<file path="src/rtl/regfile_mp_scoreboard_pkg.sv">
// Shared constants for the integer register file and its pending-write scoreboard.
//   XLEN        default register width
//   REG_ADDR_W  default register index width (depth = 1 << REG_ADDR_W)
//   REG_ZERO    index of the hard-wired zero register
//   NUM_RD_DEF / NUM_WR_DEF / PEND_W_DEF  default port counts and counter width
package regfile_mp_scoreboard_pkg;
    localparam int XLEN       = 32;
    localparam int REG_ADDR_W = 5;
    localparam int REG_ZERO   = 0;
    localparam int NUM_RD_DEF = 2;
    localparam int NUM_WR_DEF = 2;
    localparam int PEND_W_DEF = 2;

    // Width of a "how many write ports hit this register" count (0..nwr).
    function automatic int dec_width(input int nwr);
        return (nwr < 1) ? 1 : $clog2(nwr + 1);
    endfunction
endpackage

</file>
<file path="src/rtl/regfile_mp_scoreboard_if.sv">
// Bundle of register-file traffic: write ports, read ports, dispatch
// reservation handshake, flush and the scoreboard view.
//   master: the pipeline (drives writes, reads, issue, flush)
//   slave : the register file (returns read data, busy bits, iss_ready)
// Multi-port fields are flat-packed, port k at [k*W +: W].
interface regfile_mp_scoreboard_if
    import regfile_mp_scoreboard_pkg::*;
#(
    parameter int DATA_WIDTH = XLEN,
    parameter int ADDR_WIDTH = REG_ADDR_W,
    parameter int NUM_RD     = NUM_RD_DEF,
    parameter int NUM_WR     = NUM_WR_DEF
);
    logic [NUM_WR-1:0]            wr_en;
    logic [NUM_WR*ADDR_WIDTH-1:0] wr_addr;
    logic [NUM_WR*DATA_WIDTH-1:0] wr_data;
    logic [NUM_RD*ADDR_WIDTH-1:0] rd_addr;
    logic [NUM_RD-1:0]            rd_zero;
    logic [NUM_RD*DATA_WIDTH-1:0] rd_data;
    logic [NUM_RD-1:0]            rd_busy;
    logic                         iss_valid;
    logic [ADDR_WIDTH-1:0]        iss_rd;
    logic                         iss_ready;
    logic                         flush;
    logic [(1<<ADDR_WIDTH)-1:0]   busy_vec;

    modport master (
        output wr_en, wr_addr, wr_data, rd_addr, rd_zero, iss_valid, iss_rd, flush,
        input  rd_data, rd_busy, iss_ready, busy_vec
    );
    modport slave (
        input  wr_en, wr_addr, wr_data, rd_addr, rd_zero, iss_valid, iss_rd, flush,
        output rd_data, rd_busy, iss_ready, busy_vec
    );
endinterface

</file>
<file path="src/rtl/regfile_mp_scoreboard_pend_ctr.sv">
// regfile_pend_ctr: outstanding-write counter for one register.
//   clk, rst   clock, async active-low reset
//   inc        one reservation accepted for this register
//   dec        number of write ports hitting this register this cycle
//   flush      synchronous clear, wins over inc/dec
//   cnt        current outstanding-producer count
// Next value is cnt + inc - dec clamped to [0, max]: a write with nothing
// pending is legal and must not wrap.
module regfile_pend_ctr #(
    parameter int PEND_WIDTH = 2,
    parameter int DEC_W      = 2
) (
    input  logic                  clk,
    input  logic                  rst,
    input  logic                  inc,
    input  logic [DEC_W-1:0]      dec,
    input  logic                  flush,
    output logic [PEND_WIDTH-1:0] cnt
);
    localparam int CW   = ((PEND_WIDTH > DEC_W) ? PEND_WIDTH : DEC_W) + 1;
    localparam int MAXV = (1 << PEND_WIDTH) - 1;

    logic [CW-1:0] up;
    logic [CW-1:0] nxt;

    always_comb begin
        up = CW'(cnt) + CW'(inc);
        if (up <= CW'(dec)) nxt = '0;
        else                nxt = up - CW'(dec);
        if (nxt > CW'(MAXV)) nxt = CW'(MAXV);
    end

    always_ff @(posedge clk or negedge rst) begin
        if (!rst)       cnt <= '0;
        else if (flush) cnt <= '0;
        else            cnt <= PEND_WIDTH'(nxt);
    end
endmodule

</file>
<file path="src/rtl/regfile_mp_scoreboard.sv">
// regfile_mp_scoreboard: multi-port integer register file with same-cycle
// write-to-read bypass and a per-register pending-write scoreboard.
//   clk   clock, all state on rising edge
//   rst   asynchronous active-low reset
//   bus   slave side of regfile_mp_scoreboard_if (writes, reads, issue
//         handshake, flush, busy_vec)
// Index 0 is hard-wired to zero and never becomes busy.
module regfile_mp_scoreboard
    import regfile_mp_scoreboard_pkg::*;
#(
    parameter int DATA_WIDTH = XLEN,
    parameter int ADDR_WIDTH = REG_ADDR_W,
    parameter int NUM_RD     = NUM_RD_DEF,
    parameter int NUM_WR     = NUM_WR_DEF,
    parameter int PEND_WIDTH = PEND_W_DEF
) (
    input  logic                  clk,
    input  logic                  rst,
    regfile_mp_scoreboard_if.slave bus
);
    localparam int DEPTH = 1 << ADDR_WIDTH;
    localparam int DEC_W = dec_width(NUM_WR);
    localparam int CW    = ((PEND_WIDTH > DEC_W) ? PEND_WIDTH : DEC_W) + 1;
    localparam logic [PEND_WIDTH-1:0] PEND_MAX = '1;

    logic [DATA_WIDTH-1:0]            regs [DEPTH];
    logic [DEPTH-1:0][PEND_WIDTH-1:0] pend;
    logic [DEPTH-1:0][DEC_W-1:0]      dec;
    logic                             iss_fire;

    // Register storage: ascending port order so the highest port lands last.
    always_ff @(posedge clk or negedge rst) begin
        if (!rst) begin
            for (int r = 0; r < DEPTH; r++) regs[r] <= '0;
        end else begin
            for (int k = 0; k < NUM_WR; k++) begin
                if (bus.wr_en[k] && bus.wr_addr[k*ADDR_WIDTH +: ADDR_WIDTH] != ADDR_WIDTH'(REG_ZERO))
                    regs[bus.wr_addr[k*ADDR_WIDTH +: ADDR_WIDTH]] <= bus.wr_data[k*DATA_WIDTH +: DATA_WIDTH];
            end
        end
    end

    // Per-register count of write ports retiring a producer this cycle.
    always_comb begin
        dec = '0;
        for (int r = 0; r < DEPTH; r++)
            for (int k = 0; k < NUM_WR; k++)
                if (bus.wr_en[k] && bus.wr_addr[k*ADDR_WIDTH +: ADDR_WIDTH] == ADDR_WIDTH'(r))
                    dec[r] = dec[r] + DEC_W'(1);
    end

    // Read ports: stored value, overridden by the highest matching write
    // port (bypass), overridden by zero for x0 or rd_zero. Busy only if
    // producers remain after this cycle's writes retire.
    always_comb begin
        logic [ADDR_WIDTH-1:0] ra;
        logic [DATA_WIDTH-1:0] rv;
        bus.rd_data = '0;
        bus.rd_busy = '0;
        for (int i = 0; i < NUM_RD; i++) begin
            ra = bus.rd_addr[i*ADDR_WIDTH +: ADDR_WIDTH];
            rv = regs[ra];
            for (int k = 0; k < NUM_WR; k++)
                if (bus.wr_en[k] && bus.wr_addr[k*ADDR_WIDTH +: ADDR_WIDTH] == ra)
                    rv = bus.wr_data[k*DATA_WIDTH +: DATA_WIDTH];
            if (bus.rd_zero[i] || ra == ADDR_WIDTH'(REG_ZERO)) begin
                rv = '0;
            end else begin
                bus.rd_busy[i] = CW'(pend[ra]) > CW'(dec[ra]);
            end
            bus.rd_data[i*DATA_WIDTH +: DATA_WIDTH] = rv;
        end
    end

    // Registered pend only: a same-cycle write to iss_rd cannot open the gate.
    assign bus.iss_ready = (bus.iss_rd == ADDR_WIDTH'(REG_ZERO)) || (pend[bus.iss_rd] != PEND_MAX);
    assign iss_fire      = bus.iss_valid && bus.iss_ready;

    assign pend[0]         = '0;
    assign bus.busy_vec[0] = 1'b0;

    genvar r;
    generate
        for (r = 1; r < DEPTH; r++) begin : g_pend
            regfile_pend_ctr #(
                .PEND_WIDTH (PEND_WIDTH),
                .DEC_W      (DEC_W)
            ) u_ctr (
                .clk   (clk),
                .rst   (rst),
                .inc   (iss_fire && bus.iss_rd == ADDR_WIDTH'(r)),
                .dec   (dec[r]),
                .flush (bus.flush),
                .cnt   (pend[r])
            );
            assign bus.busy_vec[r] = (pend[r] != '0);
        end
    endgenerate
endmodule

</file>
<file path="src/flat_wrapper.sv">
// flat-port wrapper written by rule: the top's interface ports become plain ports
module regfile_mp_scoreboard_flat import regfile_mp_scoreboard_pkg::*;
#(
    parameter int DATA_WIDTH = XLEN,
    parameter int ADDR_WIDTH = REG_ADDR_W,
    parameter int NUM_RD     = NUM_RD_DEF,
    parameter int NUM_WR     = NUM_WR_DEF,
    parameter int PEND_WIDTH = PEND_W_DEF
)
  (clk, rst, bus_wr_en, bus_wr_addr, bus_wr_data, bus_rd_addr, bus_rd_zero, bus_iss_valid, bus_iss_rd, bus_flush, bus_rd_data, bus_rd_busy, bus_iss_ready, bus_busy_vec);
  regfile_mp_scoreboard_if #(.DATA_WIDTH(DATA_WIDTH), .ADDR_WIDTH(ADDR_WIDTH), .NUM_RD(NUM_RD), .NUM_WR(NUM_WR)) bus_i ();
  input  logic clk;
  input  logic rst;
  input wire logic [$bits(bus_i.wr_en)-1:0] bus_wr_en;
  input wire logic [$bits(bus_i.wr_addr)-1:0] bus_wr_addr;
  input wire logic [$bits(bus_i.wr_data)-1:0] bus_wr_data;
  input wire logic [$bits(bus_i.rd_addr)-1:0] bus_rd_addr;
  input wire logic [$bits(bus_i.rd_zero)-1:0] bus_rd_zero;
  input wire logic [$bits(bus_i.iss_valid)-1:0] bus_iss_valid;
  input wire logic [$bits(bus_i.iss_rd)-1:0] bus_iss_rd;
  input wire logic [$bits(bus_i.flush)-1:0] bus_flush;
  output wire logic [$bits(bus_i.rd_data)-1:0] bus_rd_data;
  output wire logic [$bits(bus_i.rd_busy)-1:0] bus_rd_busy;
  output wire logic [$bits(bus_i.iss_ready)-1:0] bus_iss_ready;
  output wire logic [$bits(bus_i.busy_vec)-1:0] bus_busy_vec;
  assign bus_i.wr_en = bus_wr_en;
  assign bus_i.wr_addr = bus_wr_addr;
  assign bus_i.wr_data = bus_wr_data;
  assign bus_i.rd_addr = bus_rd_addr;
  assign bus_i.rd_zero = bus_rd_zero;
  assign bus_i.iss_valid = bus_iss_valid;
  assign bus_i.iss_rd = bus_iss_rd;
  assign bus_i.flush = bus_flush;
  assign bus_rd_data = bus_i.rd_data;
  assign bus_rd_busy = bus_i.rd_busy;
  assign bus_iss_ready = bus_i.iss_ready;
  assign bus_busy_vec = bus_i.busy_vec;
  regfile_mp_scoreboard #(.DATA_WIDTH(DATA_WIDTH), .ADDR_WIDTH(ADDR_WIDTH), .NUM_RD(NUM_RD), .NUM_WR(NUM_WR), .PEND_WIDTH(PEND_WIDTH)) u_core (.clk(clk), .rst(rst), .bus(bus_i));
endmodule
</file>
<file path="config.mk">
export PLATFORM = sky130hd
export DESIGN_NAME = regfile_mp_scoreboard_flat
export DESIGN_NICKNAME = d
export VERILOG_FILES = /design/src/rtl/regfile_mp_scoreboard_pkg.sv /design/src/rtl/regfile_mp_scoreboard_if.sv /design/src/rtl/regfile_mp_scoreboard_pend_ctr.sv /design/src/rtl/regfile_mp_scoreboard.sv /design/src/flat_wrapper.sv
export SDC_FILE = /design/constraint.sdc
export NUM_CORES = 2
export LEC_CHECK = 0
export CORE_MARGIN = 4
export CORE_UTILIZATION = 44
export DETAILED_ROUTE_END_ITERATION = 8
export PLACE_DENSITY = 0.63
export SLEW_MARGIN = 20
export SYNTH_ARGS = -nofsm -noshare
export SYNTH_HDL_FRONTEND = slang
export SYNTH_SLANG_ARGS = --single-unit
</file>
<file path="constraint.sdc">
create_clock -name clk -period 10.7 [get_ports clk]
set_clock_uncertainty 0.2 [all_clocks]
set_input_delay 2.14 -clock clk [delete_from_list [all_inputs] [get_ports clk]]
set_output_delay 2.14 -clock clk [all_outputs]
set_load 0.02 [all_outputs]
</file>
==> results.cfg <==
[layout]
synthToLayoutAreaGrowth_pct = 10.2
nets = 7108
fillers = 14700
multi_input_area_sq_mm = 0.0423
drive_above_1_share = 0.167
seqCellArea_sq_mm = 0.0272

[logic_synthesis]
ys_warn_count = 0
synth_common_cells = 1086 x dfrtp_1, 1042 x nand2_1, 929 x o21ai_0
synth.area.mux_share = 0.283
synth_top_area_share = 0.370
synth_area_per_cell_sq_um = 10.3
synth_top_area_cell = dfrtp_1
synth_edf_count = 0
synthAdderAreaFrac = 0.0389
synthTopCellsByArea = dfrtp_1 37%, mux4_2 17%, mux2i_1 11%
synth_flop_cell = dfrtp_1
synthArstFlopShare = 1.00
synth-xor-area-share = 0.00609
synth_cell_types = 63
netlist_instances = 7142
seq_area_frac_synth = 0.370
yosys_register_bits = 1086
yosysMostFrequentCell = dfrtp_1
netlist_area_sq_mm = 0.0734
synth_compound_area_frac = 0.152
synth_top_family_by_area = multiplexers
synth_nets = 7430
yosys.area_share.simple = 0.0884

[cts]
post_cts_resized = 0
hold_buffers = 0
tritoncts = done
path_clk_slew_ns = 0.06
htreeDepth = 3
cts_root_buf = clkbuf_16
clk_latency_ns = 0.77
clk_path_buf_depth = 3
cts_buffers = 118
post_cts.repair.setup_buffers = 0
clock-sinks = 1086

[placed_design]
preCtsSetupSlack_ns = 1.40
place_congestion = 0.955
portBuffers = 194
dp_hpwl_microns = 182000

[global_route]
grt_pass1_wl_microns = 451000
antenna_found_initial = 25
grt_usage = 0.356
grt_max_degree = 154
grt_pass1_vias = 62200
grt_overflow_total = 0

[worst_setup_path]
cp.required_ns = 8.36
critPathMaxStageDelay_ns = 0.77
slowest_stage = clkdlybuf4s50_1
critPathKind = in -> out
cp_max_fo = 19
start_kind = input pin
crit_chain = clkdlybuf4s50_1 -> or3b_2 -> nor2_2 -> buf_4 -> nand2_2 -> inv_1 -> ha_1 -> mux2i_1 -> a221oi_1 -> nor2_1 -> o21ai_0 -> o21ai_0 -> ha_1 -> a21oi_1 -> a21oi_1 -> and2_1 -> clkdlybuf4s50_1
crit_buf_inv = 4
crit_arrival_ns = 7.15
end_kind = primary output
crit_family = buffers and inverters

[timing]
setup_viol = 0
finalCritPeriodShare = 0.887
hold_violations = 0
fin_crit_ns = 9.49
worstMarginPinSlew_ns = 1.31
relSlewSlack = 0.120
max_freq_mhz = 105
rsz0062_at_grt = no
drv_slew = 0
setup_slack_ns = 1.21
finalSetupTns_ns = 0

[floorplanning]
fp.dieW_microns = 416
boundaryPins = 196
dieHeight_microns = 416
die-area_sq_mm = 0.173
initial_utilization = 0.444
rows = 149
core-area_sq_mm = 0.165

[routing]
via_per_inst = 7.04
drt-initial-drc-count = 10500
postRouteAntennaNets = 0
vias = 64200
drcViolationCount = 0
totalWireLength_microns = 316000
routedWlPerCell_microns = 34.6
dr.pass1.iters = 8

[power_and_ir_drop]
powerDensity_mw_per_mm2 = 170
p_leak_uw = 0.0348
max-vdd-ir-drop_mv = 0.137

[status]
status = completed

[min_path]
hold_class = reg -> reg

[flow_run]
drv_cap = 0
[layout make-up]
cell class	instances	area share
Inverter	191	0.00887
Clock buffer	172	0.0428
Sequential cell	1086	0.336
Multi-Input combinational cell	5004	0.523
Clock inverter	46	0.00856
Antenna cell	24	0.000743
Timing Repair Buffer	419	0.0465
Tap cell	2189	0.0339
[through the flow]
stage / hold slack, ns / instances / area (sq um) / util / total power, uW
floorplan: 0.241 / 7142 / 73400 / - / 8040
global placement: 0.176 / 8889 / 76600 / 0.463 / 9030
finish: 0.197 / 9131 / 80900 / 0.489 / 13700
global route: 0.208 / 9116 / 80800 / 0.489 / 14300
CTS: 0.197 / 9107 / 80800 / 0.488 / 13600
detailed placement: 0.182 / 8889 / 76600 / 0.463 / 9180
[worst paths after layout]
path                                                     start  slack, ns  depth (start not counted)                             end
worst max-delay path                            bus_wr_addr[3]       1.21                         17                  bus_rd_busy[0]
worst min-delay path                         u_core.regs[1022]       0.20                          0               u_core.regs[1022]
worst max register to register  u_core.g_pend[21].u_ctr.cnt[1]       7.03                         11  u_core.g_pend[21].u_ctr.cnt[1]
worst min register to register               u_core.regs[1022]       0.20                          0               u_core.regs[1022]
max in group asynchronous                                  rst       6.81                          3                 u_core.regs[10]
min in group asynchronous                                  rst       1.20                          1                u_core.regs[830]
[cells in the final DEF, fill, tap and decap left out, drive strengths merged, types with 62 or more instances in the layout]
cell and instances:
nand2 1042, clkdlybuf4s50 183, a22oi 313, mux4 562
nor4 70, buf 236, a221o 62, fa 62
dfrtp 1086, nor2 330, a221oi 85, a22o 126
mux2i 805, o21ai 932, a21oi 193, ha 129
clkbuf 172, inv 194
[cells by family after synthesis]
group           Yosys count
simple gates           1585
xor+xnor                 51
other cells               1
buf+inv                1052
fa+ha+maj               191
flops                  1086
mux                    1373
compound gates         1803
[registers in the layout (all words and copies together), names as in the netlist]
signal	cells
u_core.g_pend.u_ctr.cnt	62
u_core.regs	1024
[routing by layer]
metal,part of all wire,global-route usage,vias to the layer above
li1,-,-,25500
met1,0.35,0.455,31800
met2,0.41,0.498,5629
met3,0.16,0.147,1299
met4,0.078,0.226,10
met5,0.00038,0.00222,-
[power breakdown]
| group | leakage, uW | internal [uW] | switching (uW) |
|---|---|---|---|
| clock network | 0.00204 | 2620 | 1870 |
| logic | 0.0190 | 1750 | 1660 |
| registers | 0.0138 | 5050 | 788 |
(Power assumes the default switching activity.)
